--- src/rtl/presenter_pkg.sv ---
// Shared types and helpers for the result presenter.
package presenter_pkg;

  typedef enum logic {FILL, SHOW} presenter_state_e;

  // Bit width able to index v items, never narrower than one bit.
  function automatic int safe_clog2(input int v);
    return (v > 1) ? $clog2(v) : 1;
  endfunction

endpackage

--- src/rtl/dwell_timer.sv ---
// Free-running dwell counter; tick_o marks the last cycle of each dwell period.
module dwell_timer
  import presenter_pkg::*;
#(
  parameter int dwell_p = 60_000_000
) (
  input  logic clk_i,
  input  logic reset_n_i,
  input  logic clear_i,
  input  logic en_i,
  output logic tick_o
);

  localparam int tw = safe_clog2(dwell_p);
  localparam logic [tw-1:0] last_count = tw'(dwell_p - 1);

  logic [tw-1:0] count;

  assign tick_o = en_i && (count == last_count);

  // clear wins over counting so an advance restarts the dwell at zero
  always_ff @(posedge clk_i or negedge reset_n_i) begin
    if (!reset_n_i) begin
      count <= '0;
    end else if (clear_i) begin
      count <= '0;
    end else if (en_i) begin
      if (tick_o) count <= '0;
      else        count <= count + tw'(1);
    end
  end

endmodule

--- src/rtl/result_presenter.sv ---
// Collects depth_p results, then shows each one for dwell_p cycles before
// returning to collection.
module result_presenter
  import presenter_pkg::*;
#(
  parameter int width_p = 8,
  parameter int depth_p = 4,
  parameter int dwell_p = 60_000_000
) (
  input  logic                           clk_i,
  input  logic                           reset_n_i,
  input  logic                           valid_i,
  input  logic [width_p-1:0]             data_i,
  output logic                           ready_o,
  input  logic                           flush_i,
  input  logic                           advance_i,
  output logic [width_p-1:0]             data_o,
  output logic [safe_clog2(depth_p)-1:0] index_o,
  output logic                           show_o,
  output logic                           done_o
);

  localparam int iw = safe_clog2(depth_p);
  localparam int cw = safe_clog2(depth_p + 1);
  localparam logic [iw-1:0] last_index = iw'(depth_p - 1);
  localparam logic [cw-1:0] last_slot  = cw'(depth_p - 1);

  presenter_state_e state, next_state;
  logic [cw-1:0]      count;
  logic [iw-1:0]      index;
  logic [width_p-1:0] buffer [depth_p];
  logic               xfer;
  logic               step;
  logic               tick;
  logic               timer_clear;

  dwell_timer #(.dwell_p(dwell_p)) u_timer (
    .clk_i     (clk_i),
    .reset_n_i (reset_n_i),
    .clear_i   (timer_clear),
    .en_i      (show_o),
    .tick_o    (tick)
  );

  always_ff @(posedge clk_i or negedge reset_n_i) begin
    if (!reset_n_i) state <= FILL;
    else            state <= next_state;
  end

  // An advance pulse and a timer tick in the same cycle merge into one step.
  always_comb begin
    next_state  = state;
    ready_o     = 1'b0;
    show_o      = 1'b0;
    step        = 1'b0;
    done_o      = 1'b0;
    timer_clear = 1'b1;
    xfer        = 1'b0;
    unique case (state)
      FILL: begin
        ready_o = 1'b1;
        xfer    = valid_i && !flush_i;
        if (xfer && count == last_slot) next_state = SHOW;
      end
      SHOW: begin
        show_o      = 1'b1;
        step        = !flush_i && (advance_i || tick);
        done_o      = step && (index == last_index);
        timer_clear = flush_i || advance_i;
        if (done_o) next_state = FILL;
      end
      default: next_state = FILL;
    endcase
    if (flush_i) next_state = FILL;
  end

  always_ff @(posedge clk_i or negedge reset_n_i) begin
    if (!reset_n_i) begin
      count <= '0;
      index <= '0;
    end else if (flush_i || done_o) begin
      count <= '0;
      index <= '0;
    end else begin
      if (xfer) count <= count + cw'(1);
      if (step) index <= index + iw'(1);
    end
  end

  always_ff @(posedge clk_i) begin
    if (xfer) buffer[count[iw-1:0]] <= data_i;
  end

  assign data_o  = show_o ? buffer[index] : '0;
  assign index_o = show_o ? index : '0;

endmodule

--- config.mk ---
export PLATFORM = sky130hd
export DESIGN_NAME = result_presenter
export DESIGN_NICKNAME = d
export VERILOG_FILES = /design/src/rtl/presenter_pkg.sv /design/src/rtl/dwell_timer.sv /design/src/rtl/result_presenter.sv
export SDC_FILE = /design/constraint.sdc
export NUM_CORES = 1
export LEC_CHECK = 0
export CELL_PAD_IN_SITES_DETAIL_PLACEMENT = 0
export CELL_PAD_IN_SITES_GLOBAL_PLACEMENT = 2
export CORE_UTILIZATION = 43
export DETAILED_ROUTE_END_ITERATION = 10
export MAX_ROUTING_LAYER = met4
export PLACE_DENSITY = 0.94
export REMOVE_ABC_BUFFERS = 1
export SLEW_MARGIN = 15
export SYNTH_ARGS = -nofsm -noshare
export SYNTH_HDL_FRONTEND = slang
export SYNTH_SLANG_ARGS = --single-unit
--- constraint.sdc ---
create_clock -name clk_i -period 3.8 [get_ports clk_i]
set_input_delay 0.76 -clock clk_i [delete_from_list [all_inputs] [get_ports clk_i]]
set_output_delay 0.76 -clock clk_i [all_outputs]
set_load 0.01 [all_outputs]
# Yosys cells after proc, flatten, opt, wreduce, memory -nomap -nowiden
# Memories as Yosys holds them, arrays and structs flattened.
# Index checks and enable logic that the tools add are counted.
# totals
reg_bits	32
mem_bits_rw	32
inputBits	13
output_inout_bits	13
word_cells	45
n_memories	1
# op_classes
n_addsub	3
eq_ne	3
mux	21
bitwise_logic	1
reduce_logical	12
# mem_list
name	words	word_bits	rd	rd_ports_with_merged_regs	write_ports	line	source
buffer	4	8	1	0	1	result_presenter.sv:31	logic [width_p-1:0] buffer [depth_p];
# op_table
operator	count
$mux W26	3
$add A26 B1 Y26 const B	1
$eq A26 B26 Y1 const B	1
$mux W1	11
$mux W8	1
$mux W2	3
$mux W3	2
$reduce_bool A2 Y1	3
$logic_and A1 B1 Y1	5
$add A3 B1 Y3 const B	1
$eq A3 B2 Y1 const B	1
$logic_or A1 B1 Y1	3
$add A2 B1 Y2 const B	1
$eq A2 B2 Y1 const B	1
$pmux W1 S2	1
$logic_not A1 Y1	1
$not A1 Y1	1

# Longest topological paths before layout
# depth
ltp_word	8
depth_mapped	7
mapped_depth_nobuf	5

# Cells and area by module
# A second synthesis with hierarchy kept.
# unflattened
hier_cells	261
hier_area_um2	3129.3
# modules_own_cells
module	n_inst	cells_each	area_each_um2	seq_area_each_um2
result_presenter	1	92	1612.8	1111.1
dwell_timer	1	169	1516.5	650.6

# Worst setup path before layout
# Ideal clock, no wire load.
# synth_path
path_kind	register -> output
startpoint	reg u_timer.count[0]
endpoint	out done_o
arrival_time_ps	1513
required_ps	3040
path_slack_ps	1527
stages_incl_launch_ff	7
n_path_buf	1
path_cell_list	dfrtp_1 -> ha_1 -> and3_1 -> buf_2 -> nand4_1 -> o21ai_2 -> and3_1
# synth_via
elab_chain_cells	6
# synth_rtl
element	line	source
start: declaration	dwell_timer.sv:17	logic [tw-1:0] count;
start signal: assignment	dwell_timer.sv:29	else count <= count + tw'(1);
$eq A26 B26 Y1	dwell_timer.sv:19	assign tick_o = en_i && (count == last_count);
$logic_and A1 B1 Y1	dwell_timer.sv:19	
$logic_or A1 B1 Y1	result_presenter.sv:67	step = !flush_i && (advance_i || tick);
$logic_and A1 B1 Y1	result_presenter.sv:67	
$logic_and A1 B1 Y1	result_presenter.sv:68	done_o = step && (index == last_index);
$mux W1	result_presenter.sv:59	unique case (state)
end: declaration	result_presenter.sv:20	output logic done_o
# Every way passes these cells.

# Final worst setup path
# layout_path
startpoint	reg state
endpoint	out done_o
# layout_via
elab_chain_cells	6
# layout_rtl
element	line	source
start: declaration	result_presenter.sv:28	presenter_state_e state, next_state;
start signal: assignment	result_presenter.sv:47	else state <= next_state;
$mux W1	result_presenter.sv:59	
$logic_and A1 B1 Y1	dwell_timer.sv:19	
$logic_or A1 B1 Y1	result_presenter.sv:67	
$logic_and A1 B1 Y1	result_presenter.sv:67	
$logic_and A1 B1 Y1	result_presenter.sv:68	
$mux W1 *	result_presenter.sv:59	
# Every way passes the cells marked *; elsewhere a longest branch is shown, timed or not.

==> results.cfg <==
[synthesis]
synth_edf_count = 32
ys_types = 36
yosys_most_used_dff = edfxtp_1
synth.largest_area_cell = edfxtp_1
yosysSeqAreaShare_pct = 58.9
postSynthAreaPerCell_sq_um = 12.7
syn_inst = 235
yosys-top-cells-area = edfxtp_1, dfrtp_1, mux4_2
ys_async_sr_fraction_pct = 50.0
synthTopCellsByCount = dfrtp_1, edfxtp_1, nor2_1
syn-cell-area_sq_mm = 0.00299
ys_seq_elements = 64
yosys_warnings = 0
yosysTopAreaCellShare_pct = 32.1

[placement]
io_buffers = 25
dp.cells = 330
dpl.hpwl_um = 3590
gp_congestion = 0.725

[sta]
period_share_pct = 87.9
setup_tns_ns = 0
worst_pin_slew_ns = 1.07
setup_viol = 0
fin_crit_ns = 3.34
hold_viol_final = 0
skew_ns = 0.0110
drv_slew = 0
max_freq_mhz = 299
rsz0062_at_grt = false
slew_headroom_pct = 29.0

[die]
rows = 30
dieArea_sq_mm = 0.00729
core_sq_mm = 0.00676
pin_count = 26
initial_utilization_pct = 44.2
fp.dieW_um = 85.4
fp.dieH_um = 85.4

[route]
drc = 0
wl_um = 5370
viasPerCell = 5.45
drt_iter0_drc = 69
ant_nets = 0
drt_first_pass_iters = 4
wire_per_inst_um = 15.5
vias = 1884

[layout]
syn2layout_area_growth_pct = 17.9
nNetsFinal = 281
layout-drive-gt1-share_pct = 11.3
fin_cells = 346
antenna_cells = 0

[clock_network]
path_clk_slew_ns = 0.07
cts_tree = yes
cts_setup_buffers = 0
postCtsResizedCells = 0
clock-sinks = 64
clockRootBuffer = clkbuf_8
cts_buffers = 9
clock_latency_ns = 0.34
cts_buffer_depth = 2
ctsHoldBuffers = 0
htree_levels = 3

[power]
peakVddDrop_v = 0.000197
p_leak_nw = 1.26
p_per_area_mw_per_mm2 = 423

[status]
status = complete, no violations

[setup_path]
critPathArrivalTime_ns = 2.58
startpoint_type = register
cp_max_fo = 17
worstPathRequired_ns = 3.04
critPathKind = register to primary output
cp-end-kind = primary output

[run]
drv_cap = 0

[min_path]
hold_path_class = register to register

[global_route]
antenna_found_initial = 0
grt_pass1_wl_um = 8910
first_global_vias = 1755
overflow = 0
track_usage_pct = 17.0
grt_start_max_net_pins = 33
cell families after synthesis:
group | count (synthesis) | share of synthesized area, %
compound gates | 31 | 6.32
xor+xnor | 14 | 4.10
fa+ha+maj | 7 | 2.93
buf+inv | 20 | 3.35
flops | 64 | 58.9
mux | 10 | 6.74
simple gates | 89 | 17.6
sequential cells by signal, summed over array words and instances, names as in the netlist:
register / flops
buffer: 32
count: 3
index: 2
state: 1
u_timer.count: 26
critical path: stages (launching register included):
cell and delay, ns:
dfrtp_1 0.65, nor4b_1 0.39, nand4_1 0.16, o21ai_2 0.33
and3_1 0.20, clkdlybuf4s50_1 0.52
layer usage:
layer  share of wire, %  wire [um]  GRT usage, %  vias to the layer above
li1                   -          -             -                      925
met1                 46       2480          21.9                      910
met2                 48       2600          24.8                       43
met3                4.3        230          5.93                        6
met4                1.0         54          6.82                        0
met5                  0          0             -                        -
layout make-up:
class / instances / area (sq um)
fillers: 582 / 3230
flip-flops and latches: 64 / 1760
multi-input cells: 151 / 1130
repair buffers: 26 / 258
clock buffers: 9 / 124
clock inverters: 7 / 119
well taps: 80 / 100
inverters: 9 / 33.8
path summary, 6_finish.rpt:
kind / startpoint / to / slack [ns] / depth (start not counted)
worst max-delay path: state / done_o / 0.46 / 5
worst min-delay path: u_timer.count[0] / u_timer.count[0] / 0.48 / 1
worst max register to register: state / u_timer.count[6] / 1.48 / 4
worst min register to register: u_timer.count[0] / u_timer.count[0] / 0.48 / 1
max in group asynchronous: reset_n_i / u_timer.count[7] / 2.69 / 2
min in group asynchronous: reset_n_i / u_timer.count[15] / 0.81 / 2
cells in the final DEF, fill, tap and decap left out, types with 7 or more instances in the layout:
cell / instances
edfxtp_1: 32
dfrtp_1: 32
clkdlybuf4s50_1: 25
nor2_1: 17
and2_1: 15
nand2_1: 13
a21oi_1: 12
xor2_1: 10
inv_1: 9
nand4_1: 9
clkbuf_8: 9
mux4_2: 8
ha_1: 7
power breakdown:
| group | internal, mW | switching (mW) | total [mW] |
|---|---|---|---|
| logic | 0.0212 | 0.0241 | 0.0453 |
| clock network | 0.437 | 0.267 | 0.704 |
| registers | 0.739 | 0.00355 | 0.742 |
per-stage QoR:
step           hold WS, ns  utilization (%)  total power, mW  worst slack, ns  instance area [sq um]
6_report             0.483             52.1             1.49            0.460                   3520
5_1_grt              0.508             52.1             1.55            0.220                   3520
4_1_cts              0.485             52.1             1.51            0.400                   3520
3_5_place_dp         0.477             48.6            0.803            0.786                   3280
3_3_place_gp         0.459             48.6            0.801            0.802                   3280
2_1_floorplan        0.448                -            0.772             1.49                   2920
(Power assumes the default switching activity.)
